--- config.mk ---
export PLATFORM = sky130hd
export DESIGN_NAME = phase_switch_ctrl
export DESIGN_NICKNAME = d
export VERILOG_FILES = /design/src/rtl/phase_pkg.sv /design/src/rtl/phase_gen.sv /design/src/rtl/phase_switch_ctrl.sv
export SDC_FILE = /design/constraint.sdc
export NUM_CORES = 1
export LEC_CHECK = 0
export ABC_AREA = 1
export BUFFER_PORTS_ARGS = -buffer_cell sky130_fd_sc_hd__buf_4
export CORE_MARGIN = 3
export CORE_UTILIZATION = 30
export CTS_CLUSTER_SIZE = 28
export DETAILED_ROUTE_END_ITERATION = 6
export SETUP_SLACK_MARGIN = 0.1
export SYNTH_ARGS = -nofsm -noshare
export SYNTH_HDL_FRONTEND = slang
export SYNTH_SLANG_ARGS = --single-unit
export TNS_END_PERCENT = 50
--- constraint.sdc ---
create_clock -name clk -period 2.3 [get_ports clk]
set_input_delay 0.115 -clock clk [delete_from_list [all_inputs] [get_ports clk]]
set_output_delay 0.115 -clock clk [all_outputs]
set_load 0.1 [all_outputs]
--- src/rtl/phase_pkg.sv ---
`default_nettype none
// ============================================================================
// phase_pkg : shared widths and switch-FSM state type for the phase selector
// Revision  : 1.0
// ============================================================================
package phase_pkg;

    localparam int PHASE_W    = 2;
    localparam int NUM_PHASES = 4;

    typedef enum logic [1:0] {
        IDLE  = 2'd0,
        DRAIN = 2'd1,
        HOLD  = 2'd2
    } sw_state_t;

endpackage
`default_nettype wire

--- src/rtl/phase_gen.sv ---
`default_nettype none
// ============================================================================
// phase_gen : quadrature counter, four divide-by-4 phase waveforms, strobes
// Revision  : 1.0
// ============================================================================
module phase_gen
    import phase_pkg::*;
(
    input  logic                  clk,
    input  logic                  rst,
    output logic [PHASE_W-1:0]    cnt,
    output logic [NUM_PHASES-1:0] t,
    output logic [NUM_PHASES-1:0] phase_strobe
);

    logic [PHASE_W-1:0] r_cnt;

    always_ff @(posedge clk) begin
        if (rst) begin
            r_cnt <= '0;
        end else begin
            r_cnt <= r_cnt + 1'b1;
        end
    end

    assign cnt = r_cnt;

    generate
        for (genvar k = 0; k < NUM_PHASES; k++) begin : g_wave
            logic [PHASE_W-1:0] w_rel;
            assign w_rel = r_cnt - PHASE_W'(k);
            // (cnt - k) mod 4 < 2 is exactly "bit 1 of the difference is clear"
            assign t[k]            = ~w_rel[1];
            assign phase_strobe[k] = (r_cnt == PHASE_W'(k));
        end
    endgenerate

endmodule
`default_nettype wire

--- src/rtl/phase_switch_ctrl.sv ---
`default_nettype none
// ============================================================================
// phase_switch_ctrl : glitch-free run-time selector for four quadrature phases
// Revision          : 1.0
// ============================================================================
module phase_switch_ctrl
    import phase_pkg::*;
#(
    parameter int RESET_PHASE = 0,
    parameter int MIN_LOW     = 2
) (
    input  logic                  clk,
    input  logic                  rst,
    input  logic                  req,
    input  logic [PHASE_W-1:0]    req_phase,
    output logic                  clk_out,
    output logic [PHASE_W-1:0]    cur_phase,
    output logic                  busy,
    output logic                  ack,
    output logic [NUM_PHASES-1:0] phase_strobe
);

    localparam logic [PHASE_W-1:0] c_reset_phase = PHASE_W'(RESET_PHASE);
    localparam logic [2:0]         c_min_low     = 3'(MIN_LOW);

    logic [PHASE_W-1:0]    w_cnt;
    logic [NUM_PHASES-1:0] w_t;
    logic                  w_t_cur;
    logic                  w_aligned;

    sw_state_t             r_state;
    logic                  r_en;
    logic                  r_clk_out;
    logic                  r_busy;
    logic                  r_ack;
    logic [PHASE_W-1:0]    r_cur;
    logic [PHASE_W-1:0]    r_new;
    logic [2:0]            r_lowcnt;

    phase_gen u_gen (
        .clk          (clk),
        .rst          (rst),
        .cnt          (w_cnt),
        .t            (w_t),
        .phase_strobe (phase_strobe)
    );

    assign w_t_cur   = w_t[r_cur];
    // New phase starts exactly at its rising point so its first high is full width
    assign w_aligned = (w_cnt == r_new);

    always_ff @(posedge clk) begin
        if (rst) begin
            r_state   <= IDLE;
            r_en      <= 1'b1;
            r_clk_out <= 1'b0;
            r_busy    <= 1'b0;
            r_ack     <= 1'b0;
            r_cur     <= c_reset_phase;
            r_new     <= c_reset_phase;
            r_lowcnt  <= '0;
        end else begin
            r_clk_out <= r_en & w_t_cur;
            r_ack     <= 1'b0;
            case (r_state)
                IDLE: begin
                    if (req) begin
                        if (req_phase == r_cur) begin
                            r_ack <= 1'b1;
                        end else begin
                            r_new   <= req_phase;
                            r_state <= DRAIN;
                            r_busy  <= 1'b1;
                        end
                    end
                end
                DRAIN: begin
                    // Gate only once the old phase is already heading low
                    if (!w_t_cur) begin
                        r_en     <= 1'b0;
                        r_lowcnt <= 3'd1;
                        r_state  <= HOLD;
                    end
                end
                HOLD: begin
                    if (r_lowcnt < c_min_low) begin
                        r_lowcnt <= r_lowcnt + 3'd1;
                    end
                    if ((r_lowcnt >= c_min_low) && w_aligned) begin
                        r_cur     <= r_new;
                        r_en      <= 1'b1;
                        r_clk_out <= 1'b1;
                        r_ack     <= 1'b1;
                        r_busy    <= 1'b0;
                        r_state   <= IDLE;
                    end
                end
                default: begin
                    r_state <= IDLE;
                    r_busy  <= 1'b0;
                end
            endcase
        end
    end

    assign clk_out   = r_clk_out;
    assign cur_phase = r_cur;
    assign busy      = r_busy;
    assign ack       = r_ack;

endmodule
`default_nettype wire

==> results.yml <==
critical_path:
  crit_fanout: 5
  critPathKind: "reg2reg"
  cp.required_ps: 2540
  r2r_start: "u_gen.cnt[0]$_SDFF_PP0_"
  end_kind: "flip-flop"
  reg2reg_depth: 8
  startpoint_type: "flip-flop"
  path_cells: "inv_1, ha_1, nand2_1, o21ai_2, or2_1, nand3_2, nand3_1, a21oi_2"
  critical_path_arrival_ps: 1780
  regToRegEndpoint: "r_lowcnt[2]$_SDFFE_PP0P_"
  reg2reg_slack_ps: 750
  critPathMaxStageDelay_ps: 410
  crit_path_top_delay_cell: "dfxtp_1"
floorplanning:
  start_util: 0.3308
  die_y_um: 56.57
  pin_count: 14
  die_w_um: 56.57
  die_area_mm2: 0.003200
  rows: 17
  coreArea_mm2: 0.002318
power_and_ir_drop:
  power_uw: 618.8
  swShare: 0.3771
  p_leak_nw: 0.4466
  switching_power_uw: 233.4
  vdd_drop_max_v: 0.0004443
  seqPwrFrac: 0.464
  pwr-share-comb: 0.284
  cellInternalPower_uw: 385.5
  clockPowerShare: 0.253
  powerDensity_mw_per_mm2: 675.7
logic_synthesis:
  synth.area.top_cells: "dfxtp_1 (39%), ha_1 (9.8%), nand2_1 (9.8%)"
  syn_avg_cell_area_um2: 7.747
  synth_ff_type: "dfxtp_1"
  synthArstFlopShare: 0
  synth.yosys.warnings: 0
  synth_top_area_frac: 0.3915
  yosysSeqAreaShare: 0.3915
  yosysTopAreaCell: "dfxtp_1"
  netlist_top_cells_count: "nand2_1 (20), inv_1 (17), dfxtp_1 (15), a21oi_1 (8), nand3_1 (8)"
  yosysMostFrequentCell: "nand2_1"
  synth_cell_types: 20
  synth-edff-count: 0
  synthCells: 99
  syn-cell-area_um2: 767.0
  syn_nets: 110
  ys_ff_latch: 15
routing:
  dr.pass1.iters: 4
  wl_per_cell_um: 10.98
  via_per_inst: 4.664
  dr_total_vias: 667
  ant_nets: 0
  routed_wirelength_mm: 1.570
  first_iter_violations: 21
  drc: 0
cts:
  cts.sinks: 15
  worstSkewPairLatency_ps: 290
  cts.path.max_buffers: 2
  numCtsBuffers: 3
  clkSlewWorstSetupHoldPaths_ps: 100
  cts-resized-gates: 0
  hold_buffers: 0
  clock-root-buffer: "clkbuf_4"
  tritoncts: "built"
  htreeDepth: 1
  cts_setup_buffers: 0
timing:
  finalCritPeriodShare: 0.6721
  rsz0062_at_grt: "false"
  fmax_ghz: 0.6469
  report.final.hold_viol_count: 0
  slew_headroom: 0.8123
  skew_ps: 7.097
  final.min_clock_period_ps: 1546
  finalSetupTns_ps: 0
  setup_viol: 0
  worst_pin_slew_ps: 281.2
  worst_slack_ps: 754.1
  drv_slew: 0
status:
  status: "finished clean"
grt:
  grt_pass1_vias: 586
  grt_overflow: 0
  grt_max_degree: 10
  grt_first_pass_wirelength_mm: 2.677
  antenna_found_initial: 0
  grtUsageTotal: 0.1069
placement:
  dp_hpwl_mm: 1.192
  place_congestion: 0.8090
  dp_worst_setup_slack_ps: 766.2
  port_buffers: 13
flow_run:
  maxCapViolations: 0
cells_and_area:
  syn_to_final_growth_pct: 19.41
  n_antenna_cell: 0
  drive_gt1_frac: 0.2087
  nets: 127
hold_path:
  hp-start: "rst"
  worstHoldPathCells: 2
  whs_endpoint: "u_gen.cnt[0]$_SDFF_PP0_"
  hold_class: "in2reg"
[routing by layer]
layer | GRT usage | routed length [um] | vias to the layer above
li1 | - | - | 346
met1 | 0.1355 | 743 | 297
met2 | 0.1584 | 706 | 20
met3 | 0.04828 | 99 | 4
met4 | 0.03729 | 20 | 0
met5 | 0 | 0 | -
[worst max-delay path: cells and delay by family (launching register included)]
family	cells	cell delay, ps
flip-flops	1	410
AO/OA/AOI/OAI	2	180
AND/OR/NAND/NOR	4	480
buffers and inverters	1	110
adder cells (fa/ha/maj)	1	320
[layout by cell type (no fill, tap or decap)]
cell / instances
nand2_1: 20
inv_1: 17
dfxtp_1: 15
buf_4: 13
nand3_1: 8
a21oi_1: 8
o21ai_0: 6
ha_1: 6
nor2_1: 4
xnor2_1: 3
clkbuf_4: 3
nand3_2: 2
o21ai_2: 1
or2_1: 1
nor2_2: 1
nor2_4: 1
nand2_2: 1
o31ai_1: 1
nand3b_1: 1
o21a_1: 1
a21oi_2: 1
clkinv_2: 1
[per-stage QoR]
step	cell area (um2)	hold WS [ps]	utilization	instances
3_5_place_dp	888.4	355.1	0.3832	139
2_1_floorplan	767.0	291.4	-	99
6_report	915.9	43.73	0.3950	143
3_3_place_gp	888.4	360.9	0.3832	139
4_1_cts	915.9	34.20	0.3950	143
5_1_grt	915.9	46.18	0.3950	143
[power by group through the flow]
stage                     Clock, mW  Sequential, mW  Combinational [mW]
final                         0.156           0.287               0.175
after global routing          0.174           0.290               0.191
after CTS                     0.163           0.287               0.176
after detailed placement          0           0.293               0.175
after global placement            0           0.292               0.174
after floorplan                   0           0.322               0.115
[registers in the layout (all words and copies together) (netlist names)]
register   flops
ack            1
busy           1
clk_out        1
cur_phase      2
r_en           1
r_lowcnt       3
r_new          2
r_state        2
u_gen.cnt      2
[how the worst max path moves through the flow]
stage	start	endpoint	slack, ps
final	u_gen.cnt[0]$_SDFF_PP0_	r_lowcnt[2]$_SDFFE_PP0P_	750
after global routing	u_gen.cnt[0]$_SDFF_PP0_	r_lowcnt[0]$_SDFFE_PP0P_	620
after CTS	u_gen.cnt[0]$_SDFF_PP0_	r_lowcnt[2]$_SDFFE_PP0P_	750
after detailed placement	u_gen.cnt[0]$_SDFF_PP0_	r_lowcnt[1]$_SDFFE_PP0P_	770
after global placement	u_gen.cnt[0]$_SDFF_PP0_	r_lowcnt[2]$_SDFFE_PP0P_	800
after floorplan	cur_phase[0]$_SDFFE_PP0P_	r_lowcnt[1]$_SDFFE_PP0P_	540
[cell type report]
class	instances	area, um2
fillers	245	1403
flip-flops and latches	15	300.3
clock inverters	1	5.005
multi-input cells	66	391.6
well taps	28	35.03
inverters	17	63.81
repair buffers	13	97.59
clock buffers	3	22.52
[kinds of logic after synthesis]
| family | count (synthesis) | synth area share |
|---|---|---|
| AOI/OAI and AO/OA | 18 | 0.1338 |
| xor gates and xnor gates | 3 | 0.03426 |
| adders and majority gates | 6 | 0.09788 |
| buffers and inverters | 18 | 0.09788 |
| DFF | 15 | 0.3915 |
| and+or+nand+nor | 39 | 0.2447 |
Note: power is estimated with default switching activity, not from simulation.
